File: src/rtl/popcount_sched.sv
`default_nettype none
// ============================================================================
// Module   : popcount_sched
// Purpose  : Shared round-robin population-count engine. One requester at a
//            time is granted, its vector is counted CHUNK bits per cycle, and
//            the result is returned together with the requester index.
// Options  : ZERO_SKIP_EN - finish counting early once the remaining shifted
//            bits are all zero (same result, shorter latency).
// Revision : 1.0 - initial release
// ============================================================================
module popcount_sched #(
    parameter int NUM_REQ  = 4,
    parameter int IN_WIDTH = 16,
    parameter int CHUNK    = 4
) (
    input  wire logic                              clk,
    input  wire logic                              rst_n,
    input  wire logic [NUM_REQ-1:0]                req_valid,
    output logic      [NUM_REQ-1:0]                req_ready,
    input  wire logic [NUM_REQ*IN_WIDTH-1:0]       req_data,
    output logic                                   rsp_valid,
    input  wire logic                              rsp_ready,
    output logic      [$clog2(IN_WIDTH):0]         rsp_count,
    output logic      [$clog2(NUM_REQ)-1:0]        rsp_id
);

    localparam int K  = IN_WIDTH / CHUNK;
    localparam int CW = $clog2(IN_WIDTH) + 1;
    localparam int IW = $clog2(NUM_REQ);
    localparam int KW = (K > 1) ? $clog2(K) : 1;

    typedef enum logic [1:0] {
        S_IDLE  = 2'd0,
        S_COUNT = 2'd1,
        S_DONE  = 2'd2
    } state_t;

    state_t              r_state;
    state_t              w_state_next;
    logic [IW-1:0]       r_ptr;
    logic [IW-1:0]       r_id;
    logic [IN_WIDTH-1:0] r_shift;
    logic [CW-1:0]       r_acc;
    logic [KW-1:0]       r_cnt;

    logic                w_found;
    logic [IW-1:0]       w_gidx;
    logic [IW-1:0]       w_cand;
    logic                w_accept;
    logic                w_last;
    logic [CW-1:0]       w_chunk_pc;
    logic [IN_WIDTH-1:0] w_shift_next;
    logic [IN_WIDTH-1:0] w_sel_data;

    // Round-robin search: first valid requester at or above the pointer, wrapping.
    always_comb begin
        w_found = 1'b0;
        w_gidx  = '0;
        w_cand  = '0;
        for (int i = 0; i < NUM_REQ; i++) begin
            w_cand = IW'((int'(r_ptr) + i) % NUM_REQ);
            if (!w_found && req_valid[w_cand]) begin
                w_found = 1'b1;
                w_gidx  = w_cand;
            end
        end
    end

    // Grant only while idle and out of reset, so ready is zero during reset.
    assign req_ready  = (r_state == S_IDLE && rst_n && w_found) ?
                        (NUM_REQ'(1) << w_gidx) : '0;
    assign w_accept   = (r_state == S_IDLE) && w_found;
    assign w_sel_data = req_data[w_gidx*IN_WIDTH +: IN_WIDTH];

    // Ones in the lowest chunk of the shift register.
    always_comb begin
        w_chunk_pc = '0;
        for (int j = 0; j < CHUNK; j++) begin
            w_chunk_pc = w_chunk_pc + CW'(r_shift[j]);
        end
    end

    assign w_shift_next = r_shift >> CHUNK;

`ifdef ZERO_SKIP_EN
    assign w_last = (r_cnt == KW'(K-1)) || (w_shift_next == '0);
`else
    assign w_last = (r_cnt == KW'(K-1));
`endif

    assign rsp_valid = (r_state == S_DONE);
    assign rsp_count = r_acc;
    assign rsp_id    = r_id;

    // State register.
    always_ff @(posedge clk or negedge rst_n) begin
        if (!rst_n) begin
            r_state <= S_IDLE;
        end else begin
            r_state <= w_state_next;
        end
    end

    // Next-state logic; a response accept always returns to IDLE for one cycle.
    always_comb begin
        w_state_next = r_state;
        case (r_state)
            S_IDLE:  if (w_accept)  w_state_next = S_COUNT;
            S_COUNT: if (w_last)    w_state_next = S_DONE;
            S_DONE:  if (rsp_ready) w_state_next = S_IDLE;
            default: w_state_next = S_IDLE;
        endcase
    end

    // Datapath: capture on grant, accumulate one chunk per COUNT cycle, hold in DONE.
    always_ff @(posedge clk or negedge rst_n) begin
        if (!rst_n) begin
            r_ptr   <= '0;
            r_id    <= '0;
            r_shift <= '0;
            r_acc   <= '0;
            r_cnt   <= '0;
        end else begin
            if (w_accept) begin
                r_shift <= w_sel_data;
                r_acc   <= '0;
                r_id    <= w_gidx;
                r_cnt   <= '0;
                r_ptr   <= (w_gidx == IW'(NUM_REQ-1)) ? '0 : w_gidx + 1'b1;
            end else if (r_state == S_COUNT) begin
                r_acc   <= r_acc + w_chunk_pc;
                r_shift <= w_shift_next;
                r_cnt   <= r_cnt + 1'b1;
            end
        end
    end

endmodule
`default_nettype wire

File: config.mk
export PLATFORM = sky130hd
export DESIGN_NAME = popcount_sched
export DESIGN_NICKNAME = d
export VERILOG_FILES = /design/src/rtl/popcount_sched.sv
export SDC_FILE = /design/constraint.sdc
export NUM_CORES = 1
export LEC_CHECK = 0
export ABC_AREA = 1
export CAP_MARGIN = 20
export CORE_ASPECT_RATIO = 1.25
export CORE_MARGIN = 8
export CORE_UTILIZATION = 43
export CTS_CLUSTER_DIAMETER = 100
export DETAILED_ROUTE_END_ITERATION = 8
export DONT_BUFFER_PORTS = 1
export PLACE_DENSITY = 0.68
export SYNTH_ARGS = -nofsm -noshare
export SYNTH_HDL_FRONTEND = slang
export SYNTH_SLANG_ARGS = --single-unit
File: constraint.sdc
create_clock -name clk -period 5.05 [get_ports clk]
set_input_delay 0.7575 -clock clk [delete_from_list [all_inputs] [get_ports clk]]
set_output_delay 0.7575 -clock clk [all_outputs]
set_load 0.01 [all_outputs]
Yosys cells after proc, flatten, opt, wreduce, memory -nomap -nowiden
Cells that the tools add are included.
Widths: inputs -> output; s select.
{"block": "totals", "regBits": 29, "latch_bits": 0, "mem_bits_rw": 0, "mem_bits_ro": 0, "in_bits": 71, "output_inout_bits": 12, "word_cells": 68, "mem_count": 0}
{"block": "op_classes", "n_addsub": 9, "mul": 0, "n_div": 0, "order_cmp": 4, "n_eq_ne": 7, "shifts": 2, "muxes": 28, "bitwise": 0, "reduce_logical": 12}
{"operator": "$shiftx 64x7->16", "n": 1}
{"operator": "$mux 16", "n": 2}
{"operator": "$mux 2", "n": 10}
{"operator": "$lt 2x3->1 const B", "n": 4}
{"operator": "$mux 5", "n": 2}
{"operator": "$bmux 1 s2", "n": 4}
{"operator": "$mux 1", "n": 8}
{"operator": "$add 2x1->2 const B", "n": 3}
{"operator": "$eq 2x2->1 const B", "n": 3}
{"operator": "$logic_and 1x1->1", "n": 6}
{"operator": "$pmux 2 s3", "n": 1}
{"operator": "$add 5x4->5", "n": 1}
{"operator": "$add 2x2->2 const B", "n": 2}
{"operator": "$add 3x1->4", "n": 1}
{"operator": "$mux 4", "n": 1}
{"operator": "$ne 2x2->1 const B", "n": 2}
{"operator": "$shl 1x2->4 const A", "n": 1}
{"operator": "$add 2x1->3", "n": 1}
{"operator": "$logic_not 1->1", "n": 3}
{"operator": "$reduce_and 3->1", "n": 1}
{"operator": "$add 1x1->2", "n": 1}
{"operator": "$eq 2x1->1 const B", "n": 1}
{"operator": "$logic_not 2->1", "n": 1}
{"operator": "$ne 2x1->1 const B", "n": 1}
{"operator": "$reduce_bool 2->1", "n": 1}

Logic depth before layout (Yosys ltp)
{"block": "logic_depth", "ltp_word": 15, "mapped_depth": 16, "ltp_nobuf": 14}

Worst setup path after synthesis
Ideal clock, no wire load.
{"block": "synth_timing", "path_kind": "in2out", "start": "input port req_valid[3]", "end": "output port req_ready[1]", "t_arrival_ps": 1987, "path_slack_ps": 2305, "cell_stages": 13, "path_buffers": 1, "cell_sequence": "inv_1 -> nand2_1 -> nand3_1 -> nand2_2 -> inv_1 -> nand2_1 -> nand2_1 -> nand3_4 -> inv_4 -> buf_6 -> ha_1 -> inv_1 -> nor2_1"}
{"block": "synth_via", "elab_chain_len": 14, "elab_cells_between_ends": 25}
{"element": "from (decl)", "line_no": "18", "rtl": "input wire logic [NUM_REQ-1:0] req_valid,"}
{"element": "$bmux 1 s2", "line_no": "62", "rtl": "if (!w_found && req_valid[w_cand]) begin"}
{"element": "$mux 1 (not written as such)", "line_no": "62"}
{"element": "$mux 1", "line_no": "62"}
{"element": "$logic_not 1->1", "line_no": "62"}
{"element": "$logic_and 1x1->1", "line_no": "62"}
{"element": "$mux 1", "line_no": "62"}
{"element": "$logic_not 1->1", "line_no": "62"}
{"element": "$logic_and 1x1->1", "line_no": "62"}
{"element": "$mux 1", "line_no": "62"}
{"element": "$logic_not 1->1", "line_no": "62"}
{"element": "$logic_and 1x1->1", "line_no": "62"}
{"element": "$mux 2 (*)", "line_no": "62"}
{"element": "net w_gidx[0]", "line_no": "47", "rtl": "logic [IW-1:0] w_gidx;"}
{"element": "$shl 1x2->4 (*)", "line_no": "71", "rtl": "(NUM_REQ'(1) << w_gidx) : '0;"}
{"element": "$mux 4 (*)", "line_no": "70", "rtl": "assign req_ready = (r_state == S_IDLE && rst_n && w_found) ?"}
{"element": "to (decl)", "line_no": "19", "rtl": "output logic [NUM_REQ-1:0] req_ready,"}
Mark *: on every way through the listed nets, which the timed path passes. The rest lies on a longest branch. The select of a mux whose other input is x is not followed.

Worst setup path after layout
{"block": "layout_timing", "start": "register r_ptr[0]", "end": "output port req_ready[3]"}
{"block": "layout_via", "elab_chain_len": 14, "elab_cells_between_ends": 28}
{"element": "from (decl)", "line_no": "40", "rtl": "logic [IW-1:0] r_ptr;"}
{"element": "from (signal assigned)", "line_no": "129", "rtl": "r_ptr <= (w_gidx == IW'(NUM_REQ-1)) ? '0 : w_gidx + 1'b1;"}
{"element": "parallel branches: the longest is 13 deep, another holds $add 2x1->2"}
{"element": "$mux 4 (*)", "line_no": "70"}
Mark *: on every way between the ends. The select of a mux whose other input is x is not followed.

==> summary.txt <==
WP data arrival - 2.95 ns
slew margin rel. - 47.7%
WP data required - 4.29 ns
Initial DRC Count - 92
most frequent cell after synthesis - nand2_1
crit path kind - reg2out
GPL Wtd Cong - 0.908
Area Growth Syn to Fin - 3.06%
TritonCTS clock tree - done
initial antenna violation count - 0
Final Hold Vio Count - 0
global-route wire length before repair - 9650 µm
M3 GR Usage - 5.51%
met2 GRT Util - 23.6%
Hold/Removal Path Class - in2async
Main synth FF type - dfrtp_1
PortBufs - 0
async set-reset flop share out of synthesis - 100%
Synth Net Count - 448
Wirelength per Cell - 13.8 µm
Clock Pin Slew Worst Setup and Hold Paths - 0.06 ns
nets - 440
met1 Track Usage GR - 15.7%
Max Freq - 270 MHz
FF-to-FF setup slack - 2.28 ns
site row count - 30
Mapped Area - 2420 µm²
fillers - 583
CTS HTree Levels - 2
Die Y - 99.8 µm
Ys Warns - 0
full die area - 8290 µm²
Max FO, Critical Path - 37
drt drc - 0
CTS Hold Bufs - 0
CP endpoint kind - output pin
gr usage total - 13.7%
Worst-Skew Late Latency - 0.28 ns
crit path time final - 3.70 ns
startpoint types - flip-flop
postcts setup bufs - 0
Synth top area share - 30.0%
FF+latch count, synth - 29
routed wire length - 5870 µm
core area - 5440 µm²
vias in the first global route - 2146
Syn Inst Count - 368
post-synthesis sequential area ratio - 30.0%
setup violators final - 0
Num CTS Buffers - 5
top cells by area, synth - dfrtp_1 (30%), nand2_1 (25%), inv_1 (8.1%), nand3_1 (5.0%), buf_6 (3.7%)
grt ovf - 0
status - finished, final reports clean
PD cells - 891 nW/µm²
Clock Skew - 0.00687 ns
CTS sink cnt - 29
Tightest Pin Transition - 0.782 ns
EDFF count, synth - 0
Yosys cell types - 28
Initial Util - 44.4%
chip width - 83.0 µm
leakage - 1.37 nW
largest net degree at the start of global routing - 38
share of cells above drive strength 1 - 6.93%
vias per cell - 5.03
deepest clock path buffer count - 2
Ports - 83
HPWL after DPL - 4650 µm
RSZ-0062 raised after global routing - false
via count - 2139
GRT busiest layer - met2
antenna diode instance count - 0
clk root buf - clkbuf_8
cts repair resizes - 0
Syn Area/Cell - 6.57 µm²
Detailed Routing Iterations Pass 1 - 4
Slew Limit Fails - 0
Post-synth top cells - nand2_1 (160), inv_1 (52), dfrtp_1 (29), nand3_1 (24), nor2_1 (14)
peak supply drop - 0.573 mV
final worst-path cycle share - 73.3%
Synth area leader - dfrtp_1
max-cap violations - 0
hold slack final - 0.172 ns
setup_tns - 0 ns
Antenna Nets Post-Route - 0
-- metrics by stage --
step | worst slack [ns] | utilization, % | instance area [µm²] | power (mW) | cells
CTS | 1.33 | 45.7 | 2490 | 2.25 | 425
global placement | 1.54 | 43.6 | 2370 | 1.95 | 417
finish | 1.35 | 45.7 | 2490 | 2.22 | 425
global route | 1.06 | 45.7 | 2490 | 2.50 | 425
detailed placement | 1.47 | 43.6 | 2370 | 2.00 | 417
floorplan | 2.31 | - | 2420 | 1.84 | 368
-- power by group --
part / leakage [nW] / internal [mW] / switching [mW]
Combinational: 0.949 / 0.504 / 1.02
Clock: 0.0585 / 0.161 / 0.0831
Sequential: 0.363 / 0.353 / 0.0956
Total: 1.37 / 1.02 / 1.20
-- cell type report --
| type | instances | area [µm²] | share of cell area, % |
|---|---|---|---|
| sequential | 29 | 726 | 29.1 |
| clock inverter | 1 | 30.0 | 1.21 |
| clock buffer | 7 | 86.3 | 3.47 |
| tap | 64 | 80.1 | 3.22 |
| inverter | 57 | 224 | 8.99 |
| multi-input combinational | 267 | 1340 | 54.0 |
-- metal layers --
metal	routed length, µm	part of all wire, %
met1	2470	42
met2	2920	50
met5	0	0
met3	446	7.6
met4	27	0.46
-- cells by family (layout without fill, tap and decap cells) --
logic type | after synthesis | after routing | share of synthesized area (%)
simple gates | 230 | 230 | 43.0
buf+inv | 72 | 65 | 14.3
flops | 29 | 29 | 30.0
compound gates | 26 | 26 | 6.32
fa+ha+maj | 9 | 9 | 5.59
xor+xnor | 2 | 2 | 0.725
-- final timing paths --
path                           from            to  cells after the start
max in group asynchronous     rst_n      r_cnt[0]                      0
min in group clk           r_cnt[0]      r_cnt[0]                      1
setup / recovery           r_ptr[0]  req_ready[3]                     11
setup reg to reg           r_ptr[0]      r_ptr[1]                     11
hold reg to reg            r_cnt[0]      r_cnt[0]                      1
hold / removal                rst_n    r_shift[9]                      0
-- flip-flops by register name, indices dropped and copies added (netlist names) --
register and count:
r_shift 16, rsp_id 2, r_ptr 2, r_state 2, r_cnt 2, rsp_count 5
-- critical path, cell delays in order, from the launching register on --
cell and delay, ns:
dfrtp_1 0.61, inv_6 0.09, nand2_1 0.10, nand3_1 0.10
nand2_2 0.12, inv_1 0.06, nand3_1 0.36, nand3_4 0.41
inv_4 0.35, ha_1 0.19, inv_1 0.04, nor2_1 0.24
-- layout by cell type, fill, tap and decap left out --
cell / instances
nand2_1: 160
nand4_1: 12
xor2_1: 2
inv_6: 1
nand2_8: 1
fa_1: 3
nor2_1: 14
clkbuf_8: 6
a21oi_1: 2
nand3_1: 24
nor2_4: 3
nand2_4: 1
nor2_2: 1
nand3_4: 2
nand2_2: 5
inv_1: 52
a22o_1: 3
inv_2: 2
ha_1: 6
o21ai_0: 9
nand3b_1: 7
o22ai_1: 7
o21ai_1: 4
o31ai_1: 1
dfrtp_1: 29
inv_4: 2
clkbuf_1: 1
bufinv_16: 1
Power figures use the tool's default switching activity.
